$ cat config.mk
export PLATFORM = sky130hd
export DESIGN_NAME = rgb2ycbcr_pipe_flat
export DESIGN_NICKNAME = d
export VERILOG_FILES = /design/src/rtl/rgb2ycbcr_pipe_if.sv /design/src/rtl/rgb2ycbcr_pipe.sv /design/src/flat_wrapper.sv
export SDC_FILE = /design/constraint.sdc
export NUM_CORES = 1
export LEC_CHECK = 0
export BUFFER_PORTS_ARGS = -buffer_cell sky130_fd_sc_hd__buf_2
export CAP_MARGIN = 20
export CORE_ASPECT_RATIO = 0.75
export CORE_MARGIN = 2
export CORE_UTILIZATION = 47
export CTS_CLUSTER_DIAMETER = 40
export CTS_CLUSTER_SIZE = 14
export DETAILED_ROUTE_END_ITERATION = 6
export PLACE_DENSITY = 0.69
export SLEW_MARGIN = 25
export SYNTH_ARGS = -nofsm -noshare
export SYNTH_HDL_FRONTEND = slang
export SYNTH_SLANG_ARGS = --single-unit
$ cat constraint.sdc
create_clock -name clk_i -period 23.4 [get_ports clk_i]
set_input_delay 5.85 -clock clk_i [delete_from_list [all_inputs] [get_ports clk_i]]
set_output_delay 5.85 -clock clk_i [all_outputs]
set_load 0.02 [all_outputs]
$ cat src/rtl/rgb2ycbcr_pipe_if.sv
// Pixel stream bundle for the RGB->YCbCr converter: RGB input side and YCbCr output side.
`timescale 1ns/1ps
interface rgb2ycbcr_pipe_if #(
  parameter int BPCH_I = 8,
  parameter int BPCH_O = 8
);
  logic              in_valid_i;
  logic              in_ready_o;
  logic              sol_i;
  logic [1:0]        mode_i;
  logic              fmt422_i;
  logic [BPCH_I-1:0] r_i;
  logic [BPCH_I-1:0] g_i;
  logic [BPCH_I-1:0] b_i;
  logic              out_valid_o;
  logic              out_ready_i;
  logic              sol_o;
  logic [BPCH_O-1:0] y_o;
  logic [BPCH_O-1:0] cb_o;
  logic [BPCH_O-1:0] cr_o;
  logic              chroma_sel_o;

  // Handshake: a beat moves on a rising clk edge where valid && ready are both high.
  // A source holding valid must keep its data stable until the beat moves; ready may
  // depend on downstream state but never on the same side's valid.
  modport slave (
    input  in_valid_i, sol_i, mode_i, fmt422_i, r_i, g_i, b_i, out_ready_i,
    output in_ready_o, out_valid_o, sol_o, y_o, cb_o, cr_o, chroma_sel_o
  );
  modport master (
    output in_valid_i, sol_i, mode_i, fmt422_i, r_i, g_i, b_i, out_ready_i,
    input  in_ready_o, out_valid_o, sol_o, y_o, cb_o, cr_o, chroma_sel_o
  );
endinterface

$ cat src/rtl/rgb2ycbcr_pipe.sv
// Three-stage RGB->YCbCr converter (BT.601/709, limited/full range, optional co-sited 4:2:2)
// with a single global stall driven by output backpressure.
`timescale 1ns/1ps
module rgb2ycbcr_pipe #(
  parameter int BPCH_I = 8,
  parameter int BPCH_O = 8
) (
  input logic            clk_i,
  input logic            rst_i,
  rgb2ycbcr_pipe_if.slave bus
);
  localparam int S  = 8 + BPCH_I - BPCH_O;
  localparam int PW = BPCH_I + 10;
  localparam int AW = BPCH_I + 12;

  typedef logic signed [8:0]    coef_t;
  typedef logic signed [PW-1:0] prod_t;
  typedef logic signed [AW-1:0] acc_t;

  // Offsets are pre-scaled by 2^S so they can join the sum before the final shift.
  localparam acc_t RND   = {{(AW-1){1'b0}}, 1'b1} << (S - 1);
  localparam acc_t OFF_Y = {{(AW-5){1'b0}}, 5'd16} << BPCH_I;
  localparam acc_t OFF_C = {{(AW-8){1'b0}}, 8'd128} << BPCH_I;
  localparam acc_t VMAX  = {{(AW-BPCH_O){1'b0}}, {BPCH_O{1'b1}}};

  function automatic prod_t mul(coef_t c, logic [BPCH_I-1:0] x);
    prod_t a;
    prod_t b;
    a = PW'(c);
    b = PW'(x);
    return a * b;
  endfunction

  function automatic logic [BPCH_O-1:0] clip(acc_t acc);
    acc_t v;
    v = acc >>> S;
    if (v[AW-1])      return '0;
    else if (v > VMAX) return '1;
    else               return v[BPCH_O-1:0];
  endfunction

  logic en;
  logic accept;
  assign en            = !(bus.out_valid_o && !bus.out_ready_i);
  assign bus.in_ready_o = en;
  assign accept        = bus.in_valid_i && en;

  // Coefficient order: Y(r,g,b), Cb(r,g,b), Cr(r,g,b).
  coef_t k [9];
  logic  full;
  always_comb begin
    k    = '{9'sd66, 9'sd129, 9'sd25, -9'sd38, -9'sd74, 9'sd112, 9'sd112, -9'sd94, -9'sd18};
    full = 1'b0;
    case (bus.mode_i)
      2'd1: k = '{9'sd47, 9'sd157, 9'sd16, -9'sd26, -9'sd86, 9'sd112, 9'sd112, -9'sd102, -9'sd10};
      2'd2: begin
        k    = '{9'sd77, 9'sd150, 9'sd29, -9'sd43, -9'sd85, 9'sd128, 9'sd128, -9'sd107, -9'sd21};
        full = 1'b1;
      end
      default: ;
    endcase
  end

  logic [BPCH_I-1:0] ch [3];
  assign ch[0] = bus.r_i;
  assign ch[1] = bus.g_i;
  assign ch[2] = bus.b_i;

  // A start-of-line pixel always takes the even chroma slot.
  logic parity;
  logic par_use;
  assign par_use = bus.sol_i ? 1'b0 : parity;

  logic  s1_valid, s1_sol, s1_fmt, s1_par, s1_full;
  prod_t p1 [9];

  always_ff @(posedge clk_i or posedge rst_i) begin
    if (rst_i) begin
      parity   <= 1'b0;
      s1_valid <= 1'b0;
      s1_sol   <= 1'b0;
      s1_fmt   <= 1'b0;
      s1_par   <= 1'b0;
      s1_full  <= 1'b0;
      for (int i = 0; i < 9; i++) p1[i] <= '0;
    end else if (en) begin
      s1_valid <= accept;
      s1_sol   <= accept && bus.sol_i;
      s1_fmt   <= bus.fmt422_i;
      s1_par   <= par_use;
      s1_full  <= full;
      for (int i = 0; i < 9; i++) p1[i] <= mul(k[i], ch[i % 3]);
      if (accept) parity <= bus.fmt422_i ? !par_use : par_use;
    end
  end

  logic s2_valid, s2_sol, s2_fmt, s2_par;
  acc_t a_y, a_cb, a_cr;

  always_ff @(posedge clk_i or posedge rst_i) begin
    if (rst_i) begin
      s2_valid <= 1'b0;
      s2_sol   <= 1'b0;
      s2_fmt   <= 1'b0;
      s2_par   <= 1'b0;
      a_y      <= '0;
      a_cb     <= '0;
      a_cr     <= '0;
    end else if (en) begin
      s2_valid <= s1_valid;
      s2_sol   <= s1_sol;
      s2_fmt   <= s1_fmt;
      s2_par   <= s1_par;
      a_y  <= AW'(p1[0]) + AW'(p1[1]) + AW'(p1[2]) + RND + (s1_full ? acc_t'(0) : OFF_Y);
      a_cb <= AW'(p1[3]) + AW'(p1[4]) + AW'(p1[5]) + RND + OFF_C;
      a_cr <= AW'(p1[6]) + AW'(p1[7]) + AW'(p1[8]) + RND + OFF_C;
    end
  end

  always_ff @(posedge clk_i or posedge rst_i) begin
    if (rst_i) begin
      bus.out_valid_o  <= 1'b0;
      bus.sol_o        <= 1'b0;
      bus.y_o          <= '0;
      bus.cb_o         <= '0;
      bus.cr_o         <= '0;
      bus.chroma_sel_o <= 1'b0;
    end else if (en) begin
      bus.out_valid_o <= s2_valid;
      bus.sol_o       <= s2_sol;
      bus.y_o         <= clip(a_y);
      if (s2_fmt) begin
        bus.cb_o         <= s2_par ? clip(a_cr) : clip(a_cb);
        bus.cr_o         <= '0;
        bus.chroma_sel_o <= s2_par;
      end else begin
        bus.cb_o         <= clip(a_cb);
        bus.cr_o         <= clip(a_cr);
        bus.chroma_sel_o <= 1'b0;
      end
    end
  end
endmodule

$ cat src/flat_wrapper.sv
// flat-port wrapper written by rule: the top's interface ports become plain ports
module rgb2ycbcr_pipe_flat 
#(
  parameter int BPCH_I = 8,
  parameter int BPCH_O = 8
)
  (clk_i, rst_i, bus_in_valid_i, bus_sol_i, bus_mode_i, bus_fmt422_i, bus_r_i, bus_g_i, bus_b_i, bus_out_ready_i, bus_in_ready_o, bus_out_valid_o, bus_sol_o, bus_y_o, bus_cb_o, bus_cr_o, bus_chroma_sel_o);
  rgb2ycbcr_pipe_if #(.BPCH_I(BPCH_I), .BPCH_O(BPCH_O)) bus_i ();
  input logic clk_i;
  input logic rst_i;
  input wire logic [$bits(bus_i.in_valid_i)-1:0] bus_in_valid_i;
  input wire logic [$bits(bus_i.sol_i)-1:0] bus_sol_i;
  input wire logic [$bits(bus_i.mode_i)-1:0] bus_mode_i;
  input wire logic [$bits(bus_i.fmt422_i)-1:0] bus_fmt422_i;
  input wire logic [$bits(bus_i.r_i)-1:0] bus_r_i;
  input wire logic [$bits(bus_i.g_i)-1:0] bus_g_i;
  input wire logic [$bits(bus_i.b_i)-1:0] bus_b_i;
  input wire logic [$bits(bus_i.out_ready_i)-1:0] bus_out_ready_i;
  output wire logic [$bits(bus_i.in_ready_o)-1:0] bus_in_ready_o;
  output wire logic [$bits(bus_i.out_valid_o)-1:0] bus_out_valid_o;
  output wire logic [$bits(bus_i.sol_o)-1:0] bus_sol_o;
  output wire logic [$bits(bus_i.y_o)-1:0] bus_y_o;
  output wire logic [$bits(bus_i.cb_o)-1:0] bus_cb_o;
  output wire logic [$bits(bus_i.cr_o)-1:0] bus_cr_o;
  output wire logic [$bits(bus_i.chroma_sel_o)-1:0] bus_chroma_sel_o;
  assign bus_i.in_valid_i = bus_in_valid_i;
  assign bus_i.sol_i = bus_sol_i;
  assign bus_i.mode_i = bus_mode_i;
  assign bus_i.fmt422_i = bus_fmt422_i;
  assign bus_i.r_i = bus_r_i;
  assign bus_i.g_i = bus_g_i;
  assign bus_i.b_i = bus_b_i;
  assign bus_i.out_ready_i = bus_out_ready_i;
  assign bus_in_ready_o = bus_i.in_ready_o;
  assign bus_out_valid_o = bus_i.out_valid_o;
  assign bus_sol_o = bus_i.sol_o;
  assign bus_y_o = bus_i.y_o;
  assign bus_cb_o = bus_i.cb_o;
  assign bus_cr_o = bus_i.cr_o;
  assign bus_chroma_sel_o = bus_i.chroma_sel_o;
  rgb2ycbcr_pipe #(.BPCH_I(BPCH_I), .BPCH_O(BPCH_O)) u_core (.clk_i(clk_i), .rst_i(rst_i), .bus(bus_i));
endmodule
# [Yosys cells after proc, flatten, opt, wreduce, memory -nomap -nowiden]
# Index checks and enable logic that the tools add are counted.
[classes] muxes=15 n_eq_ne=2 addsub=12 n_mul=9 reduce_logical=7 order_cmp=3 bitwise=1
[op_table] op="79-bit case mux with 2 select lines" count=1
[op_table] op="9-bit by 9-bit multiplier with 18-bit output" count=8
[op_table] op="8-bit two-way mux" count=9
[op_table] op="19-bit by 18-bit adder with 20-bit output" count=3
[op_table] op="20-bit by 9-bit adder with 20-bit output, second input constant" count=3
[op_table] op="20-bit by 17-bit adder with 20-bit output, second input constant" count=2
[op_table] op="18-bit by 18-bit adder with 19-bit output" count=2
[op_table] op="12-bit by 9-bit > comparator with 1-bit output, second input constant" count=3
[op_table] op="20-bit adder" count=1
[op_table] op="16-bit by 18-bit adder with 19-bit output" count=1
[op_table] op="7-bit by 8-bit multiplier with 15-bit output" count=1
[op_table] op="13-bit two-way mux" count=1
[op_table] op="1-bit two-way mux" count=4
[op_table] op="1-bit logical AND" count=3
[op_table] op="1-bit logical NOT" count=3
[op_table] op="2-bit by 1-bit == test with 1-bit output, second input constant" count=1
[op_table] op="2-bit == test, second input constant" count=1
[op_table] op="2-bit AND reduction" count=1
[op_table] op="1-bit NOT" count=1
[word_totals] output_inout_bits=28 elab_cells=77 reg_bits=256 in_bits=32

# [Logic depth before layout (Yosys ltp)]
[logic_depth] depth_word=5 ltp_mapped=25 ltp_nobuf=23

# [Worst setup path after synthesis]
# Ideal clock, no wire load.
[synth_timing] path_kind="input to output" from="input bus_out_ready_i" to="output bus_in_ready_o" arrival_ns=6.839 cell_stages=5 required_ns=17.550 n_path_buf=3 slack_ns=10.711 path_cell_list="nor2b_1 -> clkbuf_1 -> inv_2 -> clkbuf_1 -> clkbuf_1"
[synth_via] elab_chain_len=3
[synth_rtl] item="start: declaration" line_no="flat_wrapper.sv:18" text="input wire logic [$bits(bus_i.out_ready_i)-1:0] bus_out_ready_i;"
[synth_rtl] item="1-bit logical NOT" line_no="rgb2ycbcr_pipe.sv:44" text="assign en = !(bus.out_valid_o && !bus.out_ready_i);"
[synth_rtl] item="1-bit logical AND" line_no="rgb2ycbcr_pipe.sv:44"
[synth_rtl] item="1-bit logical NOT" line_no="rgb2ycbcr_pipe.sv:44"
[synth_rtl] item="end: declaration" line_no="flat_wrapper.sv:19" text="output wire logic [$bits(bus_i.in_ready_o)-1:0] bus_in_ready_o;"
# No other way between the ends.

# [Worst setup path after layout]
# Ends and elaborated chain as after synthesis.

==> impl_summary.txt <==
----------------------------------------------------
[Outcome]
  Outcome ... completed

[Place]
  Total of buffers placed on input and output ports ... 59
  Routability congestion estimate ... 0.873
  Sum of net half-perimeters after detailed placement ... 47.5 mm

[Detailed routing]
  Routed Antenna Nets ... 0
  Via density per instance ... 5.14
  Initial DRC count ... 1047
  Initial DRT Pass Iterations ... 5
  Routed len/inst ... around 16 um
  DRT Wirelength ... roughly 57 mm
  Post-route DRC violation count ... 0
  Via count ... approximately 18000

[Floorplanning]
  Chip width ... 272 um
  Initial core utilization ... a little under half
  Number of cell rows ... 73
  Die Height ... 205 um
  Number of placed I/O pins ... 60
  Die Footprint ... 55800 um^2
  Core region area ... 53200 um^2

[Yosys]
  Post-Synthesis Cells ... 2732
  Register area share after synthesis ... a little over a fifth
  Number of synthesized register bits ... 216
  Proportion of synthesized flip-flops having asynchronous set or reset ... 100%
  Synthesized area per cell ... between 9 and 10 um^2
  Top flip-flop cell by instance count after synthesis ... dfrtp_1
  Distinct cell type count of the synthesized netlist ... 64
  Count of flip-flops with a built-in enable after synthesis ... 0
  Cell Area, Synth ... 25300 um^2
  Count of yosys warnings during synthesis ... 0

[Timing]
  Min Tclk post-route ... 12.80 ns
  Number of setup violations in the final report ... 0
  Period utilisation layout ... a little over half
  Worst-margin pin slew ... 0.990 ns
  Maximum clock frequency ... a little under 0.08 GHz
  Clock Skew ... 0.0169 ns
  Hold Fails Final Rpt ... 0
  Setup repair after global routing missed its margin ... false
  Pins over their slew limit ... 0
  Setup_tns ... 0 ns
  Relative max-transition margin ... between 30% and 40%

[Clock tree]
  Post-cts resize count ... 0
  Max Root-Sink Buffers ... 3
  Inserted Clock Buffers ... 31
  Clock input transition at the sequential cells of the worst setup and hold paths ... 0.06 ns
  Total number of clock tree sinks ... 216
  Clk Tree Root Cell ... clkbuf_16
  Number of H-tree levels ... 1
  Clock tree from TritonCTS ... done
  Postcts setup bufs ... 0
  CTS Hold Bufs ... 0
  Source-to-sink clock delay at the later pin of the worst-skew pair ... 0.58 ns

[Critical path]
  Reg2reg start ... u_core.p1[6]
  Data required time at the worst endpoint ... 17.55 ns
  Data arrival time of the critical path ... 6.95 ns
  Timing startpoint of the critical path ... bus_out_ready_i
  Slowest Stage Delay on Critical Path ... 0.54 ns
  Number of cells on the critical path ... 4
  Capture point of the worst reg-to-reg path ... u_core.a_cr[19]
  Cell with the largest stage delay on the worst path ... inv_8
  Destination of the critical timing path ... bus_in_ready_o
  Cell chain of the critical path ... buf_2 -> nor2b_4 -> inv_8 -> buf_2
  CP Buf/Inv Count ... 3
  Dominant cell type by count on the critical path ... buf_2
  Critical Path Fanout Max ... 163
  Worst setup slack for register-to-register paths ... about 20 ns
  CP Class ... primary input to output port
  Kind of end point of the critical path ... output port
  Kind of launch point of the worst setup path ... primary input
  Depth of the worst register-to-register path ... 12
  CP top delay family ... buffers and inverters

[GRT]
  Antenna violations before repair ... 1
  Global routing usage summed across all routing layers ... 21.4%
  Wire length of the first global-routing pass ... approximately 96 mm
  Pin count of the biggest net entering global routing ... approximately 160
  Via count of the first global-routing pass ... 18682
  Gr ovfl total ... 0

[Layout]
  Ant diodes ... 0
  Area taken by multi-input logic gates ... 17600 um^2
  Final nets ... around 3500
  Layout overhead on the synthesized area ... 8.16%
  Filler Cells Inserted ... roughly 5000
  Sequential cell area ... around 5400 um^2
  Share of cells above drive strength 1 ... 5.27%

[Min path]
  Worst min-delay path category ... flip-flop to flip-flop

[Run]
  Max-capacitance violation count ... 0

----------------------------------------------------
layout make-up:
class | count | share of cell area [%]
sequential | 216 | 19.7
clock inverter | 21 | 0.818
timing repair buffer | 67 | 1.30
clock buffer | 36 | 2.97
multi-input combinational | 1884 | 64.1
inverter | 567 | 7.82
tap | 712 | 3.25
routing by layer:
metal  wire length [um]  vias up  GRT usage, %
li1                   -     8725             -
met1              27300     8854          30.5
met2              25100      344          33.5
met3               3340       71          4.43
met4               1360        0          4.87
met5                  0        -             0
Yosys cell counts (2+ instances only):
master / n / area [um^2]
o31a_1: 2 / 17.5
a31oi_1: 9 / 56.3
xor2_1: 65 / 569
mux2_2: 2 / 22.5
a41o_1: 3 / 30.0
o22a_1: 9 / 78.8
nand4_1: 2 / 12.5
nor3_1: 29 / 145
nand3_1: 17 / 85.1
a31o_2: 2 / 17.5
o21ai_1: 7 / 35.0
a211oi_1: 4 / 30.0
or3_1: 10 / 62.6
ha_1: 430 / 5380
a21oi_1: 150 / 751
nor2b_1: 39 / 244
conb_1: 2 / 7.51
or2_2: 10 / 62.6
and3_1: 7 / 43.8
o21bai_1: 20 / 150
and2_1: 46 / 288
fa_1: 286 / 5730
nand2b_1: 31 / 194
buf_1: 8 / 30.0
mux2i_1: 2 / 20.0
a211o_1: 2 / 17.5
a21boi_0: 2 / 15.0
clkbuf_1: 60 / 225
dfrtp_1: 216 / 5410
o31ai_1: 15 / 113
nand2_1: 262 / 983
o41ai_1: 5 / 43.8
nor2_1: 184 / 691
inv_1: 566 / 2120
a2111oi_0: 3 / 26.3
o21a_1: 17 / 128
o21ai_0: 90 / 450
xnor2_1: 58 / 508
o311a_1: 3 / 30.0
a21o_1: 29 / 218
o22ai_1: 5 / 31.3
registers in the layout, summed over array words and instances, names as in the netlist:
name                     count
u_core.p1                  145
u_core.a_cb                 12
u_core.a_cr                 12
u_core.a_y                  10
u_core.bus.cb_o              8
u_core.bus.cr_o              8
u_core.bus.y_o               8
u_core.bus.chroma_sel_o      1
u_core.bus.out_valid_o       1
u_core.bus.sol_o             1
u_core.parity                1
u_core.s1_fmt                1
u_core.s1_full               1
u_core.s1_par                1
u_core.s1_sol                1
u_core.s1_valid              1
u_core.s2_fmt                1
u_core.s2_par                1
u_core.s2_sol                1
u_core.s2_valid              1
worst min-delay path, stage by stage, from the launching register on:
cell and delay, ns:
dfrtp_1 0.34, nand2_1 0.05, nand2_1 0.05
metrics by stage:
step	instances	instance area, um^2	worst slack, ns	hold WS [ns]	utilization [%]
finish	3503	27400	10.60	0.470	51.5
CTS	3503	27400	10.60	0.473	51.5
floorplan	2735	25300	10.71	0.430	-
global route	3503	27400	10.51	0.494	51.5
detailed placement	3446	26400	10.60	0.459	49.6
global placement	3446	26400	10.60	0.446	49.6
placed cells by master, fill, tap and decap left out, drive strengths merged, types with 10 or more instances in the layout:
master,n
a21o,29
a21oi,150
and2,46
buf,67
clkbuf,36
dfrtp,216
fa,286
ha,430
inv,579
nand2,262
nand2b,32
nand3,17
nor2,184
nor2b,39
nor3,29
o21a,17
o21ai,97
o21bai,21
o31ai,16
or2,10
or3,10
xnor2,58
xor2,65
logic make-up (layout without fill, tap and decap cells):
kind of cell    count (synthesis)  count (layout)  share of synthesized area (%)
xor+xnor                      123             123                           4.25
simple gates                  643             643                           11.3
flops                         216             216                           21.3
other cells                     2               5                         0.0297
fa+ha+maj                     716             716                           43.8
compound gates                393             393                           9.66
buf+inv                       635             691                           9.41
mux                             4               4                          0.168
worst min-delay path by stage:
stage	cells past startpoint	endpoint	start	slack, ns
5_1_grt	2	u_core.p1[92]	u_core.p1[92]	0.49
6_report	2	u_core.bus.sol_o	u_core.bus.sol_o	0.47
2_1_floorplan	2	u_core.s2_valid	u_core.s2_valid	0.43
3_5_place_dp	2	u_core.bus.sol_o	u_core.bus.sol_o	0.46
4_1_cts	2	u_core.bus.sol_o	u_core.bus.sol_o	0.47
3_3_place_gp	2	u_core.s2_valid	u_core.s2_valid	0.45
Power is left out: the tool's default activity adds up to more than one toggle a clock period on the data nets, which glitch-free logic cannot reach.
